`config.mk`:
```
export PLATFORM = sky130hd
export DESIGN_NAME = n64_rx_bit_decoder
export DESIGN_NICKNAME = d
export VERILOG_FILES = /design/src/rtl/n64_rx_bit_decoder.sv
export SDC_FILE = /design/constraint.sdc
export NUM_CORES = 1
export LEC_CHECK = 0
export BUFFER_PORTS_ARGS = -buffer_cell sky130_fd_sc_hd__buf_2
export CORE_MARGIN = 2
export CORE_UTILIZATION = 36
export CTS_CLUSTER_DIAMETER = 30
export DETAILED_ROUTE_END_ITERATION = 8
export PLACE_DENSITY_LB_ADDON = 0.2
export SYNTH_ARGS = -nofsm -noshare
export SYNTH_HDL_FRONTEND = slang
export SYNTH_SLANG_ARGS = --single-unit
```
`constraint.sdc`:
```
create_clock -name clk -period 3.35 [get_ports clk]
set_clock_uncertainty 0.15 [all_clocks]
set_input_delay 0.67 -clock clk [delete_from_list [all_inputs] [get_ports clk]]
set_output_delay 0.67 -clock clk [all_outputs]
set_load 0.01 [all_outputs]
```
`src/rtl/n64_rx_bit_decoder.sv`:
```
// N64 controller receive front end: times low pulses on the data line, decodes bits, frames a response.
// Optional macro N64_RX_SYNC_EN adds a 2-flop input synchroniser ahead of edge detection.
module n64_rx_bit_decoder #(
    parameter int CLK_PER_US = 12,
    parameter int BIT_COUNT  = 32,
    parameter int TIMEOUT_US = 64
) (
    input  logic                 clk,
    input  logic                 Reset,
    input  logic                 Data_In,
    input  logic                 Enable,
    input  logic                 Disable,
    output logic [BIT_COUNT-1:0] Data_Out,
    output logic                 Data_Valid,
    output logic                 Busy,
    output logic                 Error
);

    localparam int TIMEOUT_CYC = TIMEOUT_US * CLK_PER_US;
    localparam int CNT_W       = $clog2(TIMEOUT_CYC + 1);
    localparam int IDX_W       = $clog2(BIT_COUNT + 1);

    // cnt restarts at 0 the cycle after an edge, so it trails the width seen on ln:
    // at a rise, low width = cnt+1; while still low/high, width so far = cnt+2.
    localparam logic [CNT_W-1:0] ONE_MAX    = CNT_W'(2 * CLK_PER_US - 1);
    localparam logic [CNT_W-1:0] LOW_LIMIT  = CNT_W'(4 * CLK_PER_US - 1);
    localparam logic [CNT_W-1:0] HIGH_LIMIT = CNT_W'(4 * CLK_PER_US - 2);
    localparam logic [CNT_W-1:0] ARM_LIMIT  = CNT_W'(TIMEOUT_CYC);
    localparam logic [IDX_W-1:0] STOP_IDX   = IDX_W'(BIT_COUNT);

    typedef enum logic [2:0] {
        IDLE,
        WAIT_FALL,
        MEAS_LOW,
        MEAS_HIGH,
        DONE,
        ERROR
    } state_t;

    state_t               state;
    state_t               state_nxt;
    logic                 ln;
    logic                 ln_p1;
    logic                 fall;
    logic                 rise;
    logic [CNT_W-1:0]     cnt;
    logic [CNT_W-1:0]     cnt_nxt;
    logic [IDX_W-1:0]     bit_idx;
    logic [BIT_COUNT-1:0] shreg;
    logic                 bit_one;
    logic                 at_stop;
    logic                 shift_en;
    logic                 arm;
    logic                 done_fire;
    logic                 err_fire;

`ifdef N64_RX_SYNC_EN
    logic sync_p0;
    logic sync_p1;

    always_ff @(posedge clk or posedge Reset) begin
        if (Reset) begin
            sync_p0 <= 1'b1;
            sync_p1 <= 1'b1;
        end else begin
            sync_p0 <= Data_In;
            sync_p1 <= sync_p0;
        end
    end

    assign ln = sync_p1;
`else
    assign ln = Data_In;
`endif

    assign fall    = ln_p1 & ~ln;
    assign rise    = ~ln_p1 & ln;
    assign bit_one = (cnt <= ONE_MAX);
    assign at_stop = (bit_idx == STOP_IDX);
    assign Busy    = (state != IDLE);

    always_comb begin
        state_nxt = state;
        shift_en  = 1'b0;
        case (state)
            IDLE: begin
                if (Enable && !Disable)
                    state_nxt = WAIT_FALL;
            end
            WAIT_FALL: begin
                if (fall)
                    state_nxt = MEAS_LOW;
                else if (cnt == ARM_LIMIT)
                    state_nxt = ERROR;
            end
            MEAS_LOW: begin
                if (rise) begin
                    if (!at_stop) begin
                        shift_en  = 1'b1;
                        state_nxt = MEAS_HIGH;
                    end else if (bit_one) begin
                        state_nxt = DONE;
                    end else begin
                        state_nxt = ERROR;
                    end
                end else if (cnt == LOW_LIMIT) begin
                    state_nxt = ERROR;
                end
            end
            MEAS_HIGH: begin
                if (fall)
                    state_nxt = MEAS_LOW;
                else if (cnt == HIGH_LIMIT)
                    state_nxt = ERROR;
            end
            DONE:    state_nxt = IDLE;
            ERROR:   state_nxt = IDLE;
            default: state_nxt = IDLE;
        endcase
        // Abort overrides everything, including the DONE/ERROR reporting cycle.
        if (state != IDLE && Disable) begin
            state_nxt = IDLE;
            shift_en  = 1'b0;
        end
    end

    always_comb begin
        cnt_nxt = cnt + CNT_W'(1);
        if (state == IDLE || state_nxt != state || fall || rise)
            cnt_nxt = '0;
    end

    assign arm       = (state == IDLE) && (state_nxt == WAIT_FALL);
    assign done_fire = (state == DONE) && !Disable;
    assign err_fire  = (state == ERROR) && !Disable;

    always_ff @(posedge clk or posedge Reset) begin
        if (Reset) begin
            state      <= IDLE;
            ln_p1      <= 1'b1;
            cnt        <= '0;
            bit_idx    <= '0;
            shreg      <= '0;
            Data_Out   <= '0;
            Data_Valid <= 1'b0;
            Error      <= 1'b0;
        end else begin
            state      <= state_nxt;
            ln_p1      <= ln;
            cnt        <= cnt_nxt;
            Data_Valid <= done_fire;
            if (arm) begin
                Error   <= 1'b0;
                bit_idx <= '0;
                shreg   <= '0;
            end
            if (shift_en) begin
                shreg   <= (shreg << 1) | BIT_COUNT'(bit_one);
                bit_idx <= bit_idx + IDX_W'(1);
            end
            if (done_fire)
                Data_Out <= shreg;
            if (err_fire)
                Error <= 1'b1;
        end
    end

endmodule
```
==> summary.txt <==
Synthesis
  – Synth Register Bits: 86
  – Syn_nets: 351
  – Sequential fraction of the synthesis area: 58.2%
  – Synth Area in Adders: 1.69%
  – Post-Syn Area: 3700 sq um
  – Top post-synthesis cells by area: dfrtp_1, mux2_2, nand2_1
  – Synth top area share: 57.5%
  – Area leader, netlist: dfrtp_1
  – Multiplexer area fraction after synthesis: 9.74%
  – Count leader, synth: dfrtp_1
  – Synth Area in Simple Gates: 20.7%
  – Syn Area/Cell: 10.8 sq um
  – Top_reg_cell synth: dfrtp_1
  – Post-synth cell types: 41
  – Synth warn: 0
  – Post-synth EDFFs: 0
  – Commonest cells post-synth: dfrtp_1, nand2_1, nand3_1
  – Largest family of logic cells by synthesized area: simple AND/OR/NAND/NOR gates
  – Synth Area in XOR/XNOR: 2.13%
  – Ys async rst share: 100%
  – Mapped Cells: 341
  – Synth Area in Compound Gates: 4.80%

Finish
  – Footprint of the multi-input gates: 1450 sq um
  – Storage cell area: 2150 sq um
  – Fin cells: 521
  – Final layout net count: 390
  – Antenna diodes: 0
  – Fillers: 971
  – Final core occ: 42.5%
  – Share of cells above drive strength 1: 26.8%
  – P&R area growth vs syn: 16.5%

Global routing
  – Remaining global-route overflow: 0
  – Initial antenna violation count: 0
  – Vias in the first global route: 2420
  – Largest net degree at the start of global routing: 87
  – Overall Global Routing Usage: 13.3%
  – First-pass GRT wire length: 11900 microns

Hold path
  – Min-Delay Path Class: in2async

Critical path
  – Slowest cell on crit path: or4b_1
  – Critical Path Source: cnt[4]
  – CP Max Fanout: 10
  – Critical path type: reg2reg
  – CP Capture Type: register
  – Critical path data arrival time: 2.47 ns
  – Required time of the critical path: 3.41 ns
  – R2r startpoint: cnt[4]
  – CP max stage delay: 0.59 ns
  – Element type at the critical path start: register
  – Critical path, cell by cell: or4b_1, nor4b_2, a311oi_1, o21ai_2, nor3_1

Drt
  – Post-route DRC: 0
  – Iter 0 DRT Violations: 100
  – Routed Antenna Nets: 0
  – Via count: 2517
  – Wirelength per Cell: 13.4 microns
  – First drt pass iteration count: 6
  – Via density: 4.83
  – Routed WL: 6970 microns

STA
  – Final Slew Violations: 0
  – Slew HR: 60.8%
  – Setup TNS: 0 ns
  – Final hold vios: 0
  – Unrepaired setup endpoints after global routing: false
  – Min Hold Slack: 0.262 ns
  – Final Cycle Share: 71.8%
  – Slew @ Worst Pin: 0.586 ns
  – Final min period: 2.41 ns
  – F_max: 415 MHz
  – Final Setup Violations: 0

Floorplanning
  – # IOs: 40
  – Die Area: 11100 sq um
  – Core area: 10100 sq um
  – Die W: 105 microns
  – Die height: 105 microns
  – Initial Util: 36.5%
  – Cell Rows: 37

Place
  – Final GP Congestion: 0.780
  – Dpl cells: 505
  – HPWL Detailed: 4380 microns
  – Port Buf Inserts: 39

Clock network
  – Clock-pin slew on the worst setup and hold paths: 0.09 ns
  – Post-cts resize count: 0
  – CTS tree: yes
  – TritonCTS Sinks: 86
  – Post-cts hold buffer count: 0
  – Worst-Skew Late Latency: 0.35 ns
  – CTS root buf: clkbuf_8
  – Num CTS Buffers: 9
  – H-tree lvl count: 3
  – Postcts setup bufs: 0
  – Clock buffer depth: 2

Power
  – IR drop worst, VDD: 0.257 mV
  – Internal: 1580 uW
  – Sequential power share: 52.3%
  – Leak: 0.00223 uW
  – P_sw: 431 uW
  – Logic pwr share: 3.3%
  – Clock power frac: 44.4%
  – Power Density: 466 nW/um^2
  – Power Total: 2010 uW
  – Sw Share: 21.5%

Status
  – Run status: finished clean

Run
  – # Max-Cap Violations: 0
-- critical path, delay by kind of cell, from the launching register on --
kind	cells	cell delay [ns]
simple gates	3	1.10
flops	1	0.45
compound gates	2	0.57
-- metrics by stage --
stage	instance area, sq um	setup slack (ns)
after global routing	4310	0.751
after global placement	4060	0.784
after detailed placement	4060	0.749
after floorplan	3700	0.310
final	4310	0.943
after CTS	4310	0.958
-- layout make-up --
| type | count | area share, % |
|---|---|---|
| Sequential cell | 86 | 50.0 |
| Multi-Input combinational cell | 232 | 33.6 |
| Timing Repair Buffer | 45 | 6.15 |
| Tap cell | 136 | 3.95 |
| Clock buffer | 11 | 3.28 |
| Clock inverter | 5 | 2.47 |
| Inverter | 6 | 0.552 |
-- final timing paths --
check                      slack, ns  cells after the start   endpoint
max                             0.94                      5     cnt[2]
min                             0.26                      3  shreg[15]
max reg2reg                     0.94                      5     cnt[2]
min reg2reg                     0.35                      2   shreg[9]
max in group asynchronous       2.42                      3      ln_p1
min in group clk                0.31                      1      ln_p1
-- logic make-up after synthesis --
logic type / count (synthesis)
AOI/OAI and AO/OA: 24
xor gates and xnor gates: 9
adders and majority gates: 5
buffers and inverters: 23
DFF: 86
muxes: 32
and+or+nand+nor: 162
-- cells in the final DEF, fill, tap and decap left out, drive strengths merged, types with 2 or more instances in the layout --
cell and n:
a211oi 2, a21boi 2, a21oi 2, a31oi 3
and2 2, and3 3, buf 45, bufinv 3
clkbuf 11, clkinv 2, dfrtp 85, ha 5
inv 5, mux2 32, nand2 77, nand2b 2
nand3 38, nand4 3, nor2 12, nor2b 3
nor3 10, nor4b 3, o21ai 8, or2 2
or3 2, or4b 2, xnor2 5, xor2 4
-- state kept, by name (all words and copies together), names as in the netlist --
signal and flops:
Data_Out 32, shreg 32, cnt 10, bit_idx 6
state 3, Data_Valid 1, Error 1, ln_p1 1
-- power by group through the flow --
stage	clock, uW	sequential (uW)	combinational (uW)
after global routing	957	1050	75.5
after detailed placement	0	1070	68.0
after floorplan	0	1070	49.1
after CTS	920	1050	68.1
final	892	1050	65.9
after global placement	0	1070	66.8
-- layer usage --
layer,vias up,part of all wire (%),global-route usage (%)
met1,1231,51,18.7
met2,37,45,19.6
met3,6,3.2,2.91
met4,0,1.0,5.71
li1,1243,-,-
met5,-,0,0
No activity file was read; power rests on OpenSTA's default activity.
